**src/rtl/uart_rx_sampler.sv**
```systemverilog
// UART receive front end: synchronises rx, qualifies start bits, samples data
// bits at mid-bit and assembles frames with valid / framing-error pulses.
module uart_rx_sampler #(
    parameter int unsigned CLKS_PER_BIT = 10416,
    parameter int unsigned DATA_BITS    = 8
) (
    input  logic                 clk,
    input  logic                 rst_n,
    input  logic                 rx,
    output logic                 LD,
    output logic                 dIn,
    output logic [DATA_BITS-1:0] data,
    output logic                 data_valid,
    output logic                 frame_err,
    output logic                 busy
);

    localparam int unsigned CNT_W   = $clog2(CLKS_PER_BIT);
    localparam int unsigned IDX_W   = (DATA_BITS > 1) ? $clog2(DATA_BITS) : 1;
    localparam int unsigned CNT_MID = CLKS_PER_BIT / 2 - 1;
    localparam int unsigned CNT_END = CLKS_PER_BIT - 1;
    localparam int unsigned IDX_END = DATA_BITS - 1;

    typedef enum logic [2:0] {
        S_IDLE,
        S_START,
        S_DATA,
        S_STOP,
        S_BREAK
    } state_t;

    state_t               r_state;
    logic                 r_rx_m;
    logic                 r_rx_s;
    logic [CNT_W-1:0]     r_cnt;
    logic [IDX_W-1:0]     r_idx;
    logic [DATA_BITS-1:0] r_sh;
    logic [DATA_BITS-1:0] r_data;
    logic                 r_ld;
    logic                 r_din;
    logic                 r_dv;
    logic                 r_fe;
    logic                 r_busy;

    logic w_cnt_mid;
    logic w_cnt_end;

    assign w_cnt_mid = (r_cnt == CNT_W'(CNT_MID));
    assign w_cnt_end = (r_cnt == CNT_W'(CNT_END));

    // Two-flop synchroniser; idles high so reset never looks like a start bit.
    always_ff @(posedge clk or negedge rst_n) begin
        if (!rst_n) begin
            r_rx_m <= 1'b1;
            r_rx_s <= 1'b1;
        end else begin
            r_rx_m <= rx;
            r_rx_s <= r_rx_m;
        end
    end

    always_ff @(posedge clk or negedge rst_n) begin
        if (!rst_n) begin
            r_state <= S_IDLE;
            r_cnt   <= '0;
            r_idx   <= '0;
            r_sh    <= '0;
            r_data  <= '0;
            r_ld    <= 1'b0;
            r_din   <= 1'b0;
            r_dv    <= 1'b0;
            r_fe    <= 1'b0;
            r_busy  <= 1'b0;
        end else begin
            r_ld   <= 1'b0;
            r_dv   <= 1'b0;
            r_fe   <= 1'b0;
            r_cnt  <= r_cnt + CNT_W'(1);
            // Lags state by one cycle so busy spans the data_valid/frame_err cycle.
            r_busy <= (r_state != S_IDLE);

            case (r_state)
                S_IDLE: begin
                    r_cnt <= '0;
                    if (!r_rx_s) begin
                        r_state <= S_START;
                    end
                end

                S_START: begin
                    if (w_cnt_mid) begin
                        r_cnt <= '0;
                        if (!r_rx_s) begin
                            r_idx   <= '0;
                            r_state <= S_DATA;
                        end else begin
                            r_state <= S_IDLE;
                        end
                    end
                end

                S_DATA: begin
                    if (w_cnt_end) begin
                        r_cnt <= '0;
                        r_sh  <= DATA_BITS'({r_rx_s, r_sh} >> 1);
                        r_din <= r_rx_s;
                        r_ld  <= 1'b1;
                        if (r_idx == IDX_W'(IDX_END)) begin
                            r_state <= S_STOP;
                        end else begin
                            r_idx <= r_idx + IDX_W'(1);
                        end
                    end
                end

                S_STOP: begin
                    if (w_cnt_end) begin
                        r_cnt <= '0;
                        if (r_rx_s) begin
                            r_data  <= r_sh;
                            r_dv    <= 1'b1;
                            r_state <= S_IDLE;
                        end else begin
                            r_fe    <= 1'b1;
                            r_state <= S_BREAK;
                        end
                    end
                end

                S_BREAK: begin
                    r_cnt <= '0;
                    if (r_rx_s) begin
                        r_state <= S_IDLE;
                    end
                end

                default: begin
                    r_cnt   <= '0;
                    r_state <= S_IDLE;
                end
            endcase
        end
    end

    assign LD         = r_ld;
    assign dIn        = r_din;
    assign data       = r_data;
    assign data_valid = r_dv;
    assign frame_err  = r_fe;
    assign busy       = r_busy;

endmodule
```
**config.mk**
```make
export PLATFORM = sky130hd
export DESIGN_NAME = uart_rx_sampler
export DESIGN_NICKNAME = d
export VERILOG_FILES = /design/src/rtl/uart_rx_sampler.sv
export SDC_FILE = /design/constraint.sdc
export NUM_CORES = 1
export LEC_CHECK = 0
export BUFFER_PORTS_ARGS = -buffer_cell sky130_fd_sc_hd__clkbuf_2
export CAP_MARGIN = 20
export CELL_PAD_IN_SITES_DETAIL_PLACEMENT = 1
export CELL_PAD_IN_SITES_GLOBAL_PLACEMENT = 1
export CORE_MARGIN = 1.5
export CORE_UTILIZATION = 42
export CTS_CLUSTER_SIZE = 16
export DETAILED_ROUTE_END_ITERATION = 10
export MAX_ROUTING_LAYER = met4
export PLACE_DENSITY_LB_ADDON = 0.1
export SLEW_MARGIN = 15
export SYNTH_ARGS = -nofsm -noshare
export SYNTH_HDL_FRONTEND = slang
export SYNTH_SLANG_ARGS = --single-unit
```
**constraint.sdc**
```tcl
create_clock -name clk -period 2.1 [get_ports clk]
set_input_delay 0.315 -clock clk [delete_from_list [all_inputs] [get_ports clk]]
set_output_delay 0.315 -clock clk [all_outputs]
set_load 0.02 [all_outputs]
```
# Word-level counts from Yosys, hierarchy flattened

Cells that the tools add are included.

Flip-flop bits (word level): 43
Latch bits: 0
Bits in writable memories: 0
ROM bits: 0
Word-level logic and storage cells: 62
Memories: 0

Add/subtract/negate cells: 2
Multipliers: 0
Divide/modulo/power cells: 0
$lt $le $gt $ge: 0
Eq/ne operators: 15
Shifts and indexed selects: 0
Muxes and demuxes: 25
Bitwise operators: 0
Reduce and logical (&&, ||, !) cells: 8

Operators by type and width:

| cell                    | count |
|---|---|
| $mux W3                 | 11 |
| $mux W14                | 2 |
| $pmux W14 S2            | 1 |
| $ne A2 B2 Y1 const B    | 8 |
| $pmux W3 S5             | 1 |
| $add A14 B1 Y14 const B | 1 |
| $eq A14 B13 Y1 const B  | 1 |
| $eq A14 B14 Y1 const B  | 1 |
| $mux W1                 | 8 |
| $eq A3 B2 Y1 const B    | 2 |
| $eq A3 B3 Y1 const B    | 2 |
| $pmux W3 S2             | 1 |
| $reduce_and A6 Y1       | 1 |
| $reduce_and A5 Y1       | 1 |
| $add A3 B1 Y3 const B   | 1 |
| $eq A3 B1 Y1 const B    | 1 |
| $logic_not A3 Y1        | 1 |
| $reduce_and A3 Y1       | 1 |
| $reduce_bool A3 Y1      | 1 |
| $mux W2                 | 1 |
| $reduce_and A2 Y1       | 1 |
| $reduce_bool A2 Y1      | 1 |
| $reduce_or A2 Y1        | 1 |

# Logic depth before layout (Yosys ltp)

Gate-level depths: netlist of the first run.

Word-level depth: 4
Mapped depth: 6
Gate-level depth less buffers: 5

# Worst setup path before layout of the first run

OpenSTA, ideal clock, no wires.

Path kind: flip-flop to flip-flop
Start: register r_cnt[4]
End: register r_data[0], in the netlist data[0]
Data arrival time: 2187 ps
Setup slack: -212 ps
Stages on the path, launching flop included: 6
Cells stage by stage: dfrtp_1 > or4b_1 > nor4_4 > and4_1 > buf_4 > mux2_2

Cells in the longest elaborated chain, start to end: 2

RTL lines:

| item                        | line | text |
|---|---|---|
| start: declaration          | 35   | `logic [CNT_W-1:0] r_cnt;` |
| start signal: assignment    | 78   | `r_cnt <= r_cnt + CNT_W'(1);` |
| $eq A14 B14 Y1              | 49   | `assign w_cnt_end = (r_cnt == CNT_W'(CNT_END));` |
| $reduce_and A3 Y1 (no line) | --   |  |
| end signal: assignment      | 120  | `r_data <= r_sh;` |
| end: declaration            | 38   | `logic [DATA_BITS-1:0] r_data;` |

Every way passes these cells.
A chain may end at the register's enable or synchronous reset.

# Worst setup path after layout of the first run

Start: register r_cnt[8]
End: register r_idx[1]

Cells in the longest elaborated chain, start to end: 3
Elaborated cells on any way between the ends: 5
Classes of those cells: 4 x eq/ne; 1 x reduce/logical

RTL lines:

| item                                                    | line   | text |
|---|---|---|
| $eq A14 B14 Y1 / $eq A14 B13 Y1 (equally long branches) | 49, 48 |  |
| $ne A2 B2 Y1 (no line)                                  | --     |  |
| $reduce_and A5 Y1 (no line) *                           | --     |  |
| end signal: assignment                                  | 111    | `r_idx <= r_idx + IDX_W'(1);` |
| end: declaration                                        | 36     | `logic [IDX_W-1:0] r_idx;` |

Every way passes the cells marked *; elsewhere a longest branch is shown, timed or not.

==> flow_summary.json, run 1 <==
{
  "ys.warnings.count": 0,
  "critPathCaptureType": "flop",
  "layout_common_cells": "dfrtp_1 (40), nor2_1 (20), clkbuf_2 (15), buf_4 (15), xnor2_1 (10)",
  "cts_tree": "yes",
  "worst_slack_ps": -99.2,
  "die_w_um": 70.0,
  "ant_nets": 0,
  "irDropWorstVdd_mv": 0.349,
  "synth-edff-count": 0,
  "drc": 0,
  "max_slew_margin_pct": 48.9,
  "cts_root_buffer": "clkbuf_8",
  "status": "finished, violations left",
  "r2r_cells": 4,
  "postLayoutCellArea_mm2": 0.00236,
  "num_vias": 1295,
  "max_freq_mhz": 455,
  "routedWlPerCell_um": 16.3,
  "cp_data_arrival_time_ps": 2390,
  "violations": "negative setup slack",
  "syn2layout_area_growth_pct": 25.2,
  "hpwl_um": 2760,
  "crit_start": "r_cnt[8]",
  "antenna_found_initial": 0,
  "core-area_mm2": 0.00432,
  "cts_num_sinks": 42,
  "clkLatencyLatePin_ps": 300,
  "setup_viol": 3,
  "slowest_stage": "or4_4",
  "critPathKind": "flop to flop",
  "leakagePower_nw": 1.13,
  "cp_max_fo": 3,
  "period_share_pct": 105,
  "drtPass1Iterations": 4,
  "syn_nets": 161,
  "drv_cap": 0,
  "floorplan.initialDensity_pct": 43.5,
  "async_reset_ff_share_pct": 100,
  "grt_overflow": 0,
  "rrSetupSlack_ps": -100,
  "power.density_mw_per_mm2": 626,
  "ys_seq_area_share_pct": 55.9,
  "dpl_cell_area_mm2": 0.00217,
  "drtIter0Drc": 46,
  "slew_violations": 0,
  "cts_buffer_depth": 2,
  "hold_path_depth": 1,
  "crit_chain": "or4bb_1 -> or4_4 -> a211o_1 -> a221o_1",
  "final_util_pct": 54.5,
  "diodes": 0,
  "rr_startpoint": "r_cnt[8]",
  "crit_end": "r_idx[1]",
  "dieArea_mm2": 0.00489,
  "routed_via_density": 5.26,
  "finalClockSkew_ps": 2.65,
  "hold_ws_ps": 92.2,
  "num_io_pins": 16,
  "grt_usage_pct": 18.6,
  "fin_crit_ps": 2200,
  "layout_commonest_cell": "dfrtp_1",
  "r2r-end": "r_idx[1]",
  "hold_class": "input port to flop",
  "rows": 24,
  "syn_avg_cell_area_um2": 12.1,
  "synth.ff_latch_count": 42,
  "port_buffers": 15,
  "cts_inserted_buffers": 5,
  "crit_required_ps": 2290,
  "yosysUniqueCellTypes": 41,
  "first_global_vias": 1382,
  "slowest_delay_ps": 550,
  "dieHeight_um": 70.0,
  "synthCells": 155,
  "drive_above_1_share_pct": 36.6,
  "cts_max_level": 2,
  "gp_congestion": 0.804,
  "grt_max_degree": 26,
  "rsz0062_at_grt": "true",
  "final_nets": 199,
  "cp-start-kind": "flop",
  "tightest_slew_ps": 762,
  "netlist_area_mm2": 0.00188,
  "hold_viol": 0,
  "grt_pass1_wl_um": 6830,
  "drt-total-wl_um": 4000,
  "synth-main-ff-cell": "dfrtp_1",
  "clk_pin_slew_worst_paths_ps": 80
}
-- cell usage after synthesis (all sizes together) (2+ instances only) --
library cell  count  area [um^2]
or4               2         18.8
nor4              2         27.5
nand4             3         18.8
buf               3         20.0
or2b              2         17.5
dfrtp            40         1000
nand3             6         30.0
nor3              4         20.0
a21oi             2         10.0
xor2              2         17.5
nor2             20         75.1
mux2             16          180
a221o             2         20.0
inv               5         18.8
o22a              2         20.0
dfstp             2         52.6
xnor2            10         87.6
nand3b            2         15.0
nor3b             2         15.0
nand2             7         28.8
ha                3         37.5
nor2b             3         18.8
-- worst min path at each step --
stage,from,endpoint
3_5_place_dp,rst_n,busy
4_1_cts,rx,r_rx_m
5_1_grt,rx,r_rx_m
3_3_place_gp,rst_n,r_state[2]
6_report,rx,r_rx_m
2_1_floorplan,rst_n,LD
-- flip-flops by register name, indices dropped and copies added (netlist names) --
register and cells:
r_sh 8, r_cnt 14, data 8, r_rx_s 1, data_valid 1, r_rx_m 1
busy 1, LD 1, r_state 3, r_idx 3, frame_err 1
-- cells by family after synthesis --
family,Yosys count,synth area share (%)
multiplexers,17,10.1
adder cells (fa/ha/maj),3,1.99
AND/OR/NAND/NOR,60,18.2
flip-flops,42,55.9
buffers and inverters,9,2.66
AO/OA/AOI/OAI,12,5.52
XOR/XNOR,12,5.58
-- area by class of cell --
type | count | area, um^2
Multi-Input combinational cell | 105 | 861
Clock buffer | 6 | 72.6
Inverter | 5 | 18.8
Sequential cell | 42 | 1050
Clock inverter | 2 | 37.5
Tap cell | 52 | 65.1
Fill cell | 459 | 1970
Timing Repair Buffer | 34 | 249
-- repair_timing --
action | CTS | global route
resized for setup | 2 | 5
pin swaps | 3 | 4
setup endpoints to repair | 25 | 30
buffers inserted | 0 | 2
hold endpoints to repair | 15 | 0
hold buffers | 1 | 0
gates cloned | 0 | 1
-- metrics by stage --
stage | setup TNS (ps) | cells | total power [mW] | setup WS (ps)
finish | -176 | 246 | 1.48 | -99.2
global route | -1150 | 246 | 1.53 | -123
CTS | -399 | 243 | 1.50 | -99.9
detailed placement | -203 | 234 | 0.852 | -104
global placement | -54.8 | 234 | 0.851 | -42.6
floorplan | -1790 | 155 | 0.831 | -202
-- critical path: cells and delay by family (launching register included) --
| kind | cells | cell delay, ps |
|---|---|---|
| AND/OR/NAND/NOR | 2 | 1050 |
| AO/OA/AOI/OAI | 2 | 660 |
| flip-flops | 1 | 390 |
-- report_power, final --
part,switching (mW),internal (mW)
logic,0.0173,0.00543
registers,0.00240,0.811
clock network,0.284,0.355
total,0.304,1.17
-- per-layer routing --
metal / GRT usage, % / up-vias / wire length, um
li1: - / 617 / -
met4: 7.69 / 0 / 74
met1: 24.4 / 651 / 1890
met3: 4.33 / 8 / 108
met5: - / - / 0
met2: 27.9 / 19 / 1920
(Power assumes the default switching activity.)
==> run 2: changes to the inputs <==
RECOVER_POWER = 100   (was default)
SKIP_LAST_GASP = 1   (was default)
SLEW_MARGIN = 0   (was 15)
==> flow_summary.json, run 2 (synthesized netlist as in run 1, its figures left out) <==
{
  "status": "finished, violations left",
  "violations": "negative setup slack",
  "place_ws_ps": -104,
  "pwr-share-seq_pct": 55.2,
  "power.internal_mw": 1.17,
  "dieHeight_um": 70.0,
  "multi_input_area_um2": 847,
  "ant_nets": 0,
  "core-area_mm2": 0.00432,
  "period_share_pct": 105,
  "grt_usage_pct": 18.6,
  "layout_common_cells": "dfrtp_1 (40), nor2_1 (20), clkbuf_1 (17)",
  "max_slew_margin_pct": 31.1,
  "num_vias": 1301,
  "finalClockSkew_ps": 3.01,
  "crit_chain": "or4bb_1 -> or4_4 -> a211o_1 -> a221o_1",
  "drtIter0Drc": 55,
  "p_sw_mw": 0.304,
  "fin_crit_ps": 2200,
  "drive_above_1_share_pct": 28.4,
  "die_w_um": 70.0,
  "cp_max_fo": 3,
  "routed_via_density": 5.29,
  "setup_viol": 4,
  "cp-start-kind": "flop",
  "rrSetupSlack_ps": -100,
  "crit_family": "simple AND/OR/NAND/NOR gates",
  "max_freq_mhz": 455,
  "critPathCaptureType": "flop",
  "fin_tns_setup_ps": -178,
  "switching_share_pct": 20.6,
  "clk_pin_slew_worst_paths_ps": 80,
  "slew_violations": 0,
  "largest_reg_flops": 14,
  "grt_max_degree": 26,
  "drc": 0,
  "top_register": "r_cnt",
  "critPathKind": "flop to flop",
  "antenna_found_initial": 0,
  "dp_cells": 234,
  "r2r_cells": 4,
  "nFillCells": 467,
  "crit_required_ps": 2290,
  "layout.cells.non_filler": 246,
  "tightest_slew_ps": 1030,
  "cts_tree": "yes",
  "clock_power_share_pct": 43.4,
  "diodes": 0,
  "grt_overflow": 0,
  "cp_data_arrival_time_ps": 2390,
  "rsz0062_at_grt": "true",
  "cts_max_level": 2,
  "hold_class": "input port to flop",
  "crit_buf_inv": 0,
  "hpwl_um": 2760,
  "regArea_mm2": 0.00105,
  "rows": 24,
  "hold_path_depth": 1,
  "drtPass1Iterations": 4,
  "leakagePower_nw": 1.07,
  "cts_root_buffer": "clkbuf_8",
  "clkLatencyLatePin_ps": 300,
  "syn2layout_area_growth_pct": 23.0,
  "dieArea_mm2": 0.00489,
  "drv_cap": 0,
  "power.density_mw_per_mm2": 637,
  "cts_num_sinks": 42,
  "worst_slack_ps": -99.1,
  "crit_cells": 4,
  "final_nets": 199,
  "comb_power_share_pct": 1.5,
  "routedWlPerCell_um": 16.3,
  "gp_congestion": 0.804,
  "slowest_delay_ps": 550,
  "grt_pass1_wl_um": 6830,
  "layout_commonest_cell": "dfrtp_1",
  "floorplan.initialDensity_pct": 43.5,
  "cts_buffer_depth": 2,
  "first_global_vias": 1382,
  "drt-total-wl_um": 4010,
  "hold_viol": 0,
  "cts_inserted_buffers": 5,
  "slowest_stage": "or4_4",
  "irDropWorstVdd_mv": 0.349,
  "num_io_pins": 16,
  "port_buffers": 15
}
[run 2: cell types whose count changed in the layout (fill, tap and decap cells not counted)]
cell | previous run | this run
buf_2 | 0 | 1
buf_4 | 15 | 12
clkbuf_1 | 1 | 17
clkbuf_2 | 15 | 1
nand2_2 | 0 | 1
nand2_8 | 1 | 0
[run 2: area by class of cell]
type	instances	area share, %
inverters	5	0.810
repair buffers	34	9.56
well taps	52	2.81
multi-input cells	105	36.6
flip-flops and latches	42	45.5
clock inverters	2	1.62
clock buffers	6	3.13
[run 2: per-layer routing]
layer	vias up	global-route usage [%]	part of all wire (%)
met1	654	24.4	46
met4	0	7.69	1.8
li1	618	-	-
met5	-	-	0
met3	8	4.33	3.3
met2	21	27.9	48
[run 2: power groups by stage]
stage / sequential (mW) / clock [mW] / combinational (mW)
2_1_floorplan: 0.829 / 0 / 0.00242
3_3_place_gp: 0.830 / 0 / 0.0216
3_5_place_dp: 0.830 / 0 / 0.0225
4_1_cts: 0.814 / 0.659 / 0.0240
5_1_grt: 0.814 / 0.686 / 0.0254
6_report: 0.814 / 0.639 / 0.0216
[run 2: worst paths after layout]
path,startpoint,to
max reg2reg,r_cnt[8],r_idx[1]
min in group asynchronous,rst_n,busy
min reg2reg,r_rx_m,r_rx_s
max in group asynchronous,rst_n,r_sh[5]
max,r_cnt[8],r_idx[1]
min,rx,r_rx_m
[run 2: repair_timing]
action | in CTS | in global routing
pin swaps | 3 | 4
gates resized for setup | 2 | 5
setup buffers | 0 | 2
endpoints found under the hold margin | 15 | 0
gates cloned | 0 | 1
hold buffers | 1 | 0
endpoints found under the setup margin | 25 | 30
[run 2: per-stage QoR]
| stage | area, um^2 | hold WS (ps) | utilization [%] | power, mW |
|---|---|---|---|---|
| 2_1_floorplan | 1920 | 19.4 | - | 0.831 |
| 3_3_place_gp | 2170 | 285 | 50.2 | 0.851 |
| 3_5_place_dp | 2170 | 295 | 50.2 | 0.852 |
| 4_1_cts | 2300 | 81.8 | 53.2 | 1.50 |
| 5_1_grt | 2320 | 79.6 | 53.6 | 1.53 |
| 6_report | 2320 | 92.0 | 53.6 | 1.47 |
[run 2: worst reg2reg max path, delay by kind of cell (launching register included)]
family | cells | cell delay [ps]
AO/OA/AOI/OAI | 2 | 660
flip-flops | 1 | 390
AND/OR/NAND/NOR | 2 | 1050
==> run 3: changes to the inputs <==
CORE_UTILIZATION = 45   (was 42)
CTS_BUF_LIST = sky130_fd_sc_hd__clkbuf_8   (was default)
RECOVER_POWER = 50   (was 100)
==> flow_summary.json, run 3 (synthesized netlist as in run 1, its figures left out) <==
{
  "layout_common_cells": "dfrtp_1 (40), nor2_1 (20), clkbuf_2 (16)",
  "slowest_delay_ps": 550,
  "drc": 0,
  "leakagePower_nw": 1.15,
  "multi_input_area_um2": 832,
  "crit_chain": "or4bb_1 -> or4_4 -> a211o_1 -> a221o_1",
  "diodes": 0,
  "violations": "negative setup slack",
  "rr_startpoint": "r_cnt[8]",
  "worst_slack_ps": -90.1,
  "cts_buffer_depth": 2,
  "dieArea_mm2": 0.00458,
  "grt_pass1_wl_um": 6800,
  "hold_class": "input port to flop",
  "drtIter0Drc": 78,
  "hpwl_um": 2980,
  "hold_ws_ps": 98.1,
  "critPathCaptureType": "flop",
  "final_nets": 199,
  "worst_hold_path.endpoint": "r_rx_m",
  "nFillCells": 425,
  "finalClockSkew_ps": 9.06,
  "setup_viol": 11,
  "cts_max_level": 2,
  "status": "finished, violations left",
  "slowest_stage": "or4_4",
  "num_vias": 1337,
  "drv_cap": 0,
  "grt_overflow": 0,
  "hold_path_depth": 1,
  "drt-total-wl_um": 4320,
  "die_w_um": 67.7,
  "power.density_mw_per_mm2": 679,
  "ctsHoldBuffers": 0,
  "hold_viol": 0,
  "slew_violations": 0,
  "period_share_pct": 104,
  "critPathKind": "flop to flop",
  "drive_above_1_share_pct": 37.1,
  "total_power_mw": 1.60,
  "rsz0062_at_grt": "true",
  "cp_data_arrival_time_ps": 2380,
  "grt_max_degree": 43,
  "cts_inserted_buffers": 5,
  "fin_crit_ps": 2190,
  "drtPass1Iterations": 4,
  "r2r-end": "r_idx[1]",
  "cts_tree": "yes",
  "top_register": "r_cnt",
  "antenna_found_initial": 0,
  "rrSetupSlack_ps": -90,
  "clkLatencyLatePin_ps": 300,
  "cts_root_buffer": "clkbuf_8",
  "floorplan.initialDensity_pct": 47.1,
  "regArea_mm2": 0.00105,
  "crit_required_ps": 2290,
  "routedWlPerCell_um": 17.7,
  "cts_num_sinks": 42,
  "rows": 23,
  "cp_max_fo": 3,
  "irDropWorstVdd_mv": 0.296,
  "ant_nets": 0,
  "layout_commonest_cell": "dfrtp_1",
  "max_freq_mhz": 457,
  "r2r_cells": 4,
  "dieHeight_um": 67.7,
  "core-area_mm2": 0.00400,
  "clk_pin_slew_worst_paths_ps": 80,
  "tightest_slew_ps": 1030,
  "num_io_pins": 16,
  "routed_via_density": 5.48,
  "grt_usage_pct": 21.7,
  "port_buffers": 15,
  "largest_reg_flops": 14,
  "gp_congestion": 0.820,
  "first_global_vias": 1378,
  "max_slew_margin_pct": 31.5,
  "syn2layout_area_growth_pct": 25.0,
  "cp-start-kind": "flop",
  "hp-start": "rx"
}
==> run 3: worst max-delay path by stage <==
stage,endpoint,depth (start not counted),start
floorplan,data[0],5,r_cnt[6]
global placement,r_idx[1],4,r_cnt[8]
detailed placement,r_idx[1],4,r_cnt[8]
CTS,r_idx[1],4,r_cnt[8]
global route,data[6],5,r_cnt[6]
finish,r_idx[1],4,r_cnt[8]
==> run 3: final cells by class <==
cell class	count	share of cell area, %
Multi-Input combinational cell	104	35.4
Clock inverter	3	2.92
Inverter	5	0.797
Sequential cell	42	44.8
Timing Repair Buffer	35	10.6
Tap cell	50	2.66
Clock buffer	5	2.92
==> run 3: report_power, final <==
group	internal (mW)	switching, mW
clock network	0.476	0.288
registers	0.812	0.00208
logic	0.00363	0.0167
total	1.29	0.307
==> run 3: what timing repair did <==
action	CTS	global route
buffers inserted	2	1
pin swaps	4	2
setup endpoints to repair	22	33
cloned	0	1
gates resized for setup	4	1
==> run 3: metrics by stage <==
step / instances / utilization [%] / area (um^2) / setup WS (ps) / setup TNS, ps
5_1_grt: 244 / 58.8 / 2350 / -129 / -1810
2_1_floorplan: 155 / - / 1920 / -202 / -1790
3_5_place_dp: 232 / 54.2 / 2170 / -122 / -238
4_1_cts: 242 / 58.3 / 2330 / -128 / -704
3_3_place_gp: 232 / 54.2 / 2170 / -36.5 / -42.2
6_report: 244 / 58.8 / 2350 / -90.1 / -723
==> run 3: routing by layer <==
metal	track usage, %	part of all wire (%)	vias to the layer above
li1	-	-	621
met1	25.1	41	684
met2	36.5	54	28
met3	6.00	3.9	4
met4	6.89	1.0	0
met5	-	0	-
==> run 3: worst max-delay path, delay by kind of cell, from the launching register on <==
| kind | cells | cell delay (ps) |
|---|---|---|
| AOI/OAI and AO/OA | 2 | 640 |
| and+or+nand+nor | 2 | 1050 |
| DFF | 1 | 380 |
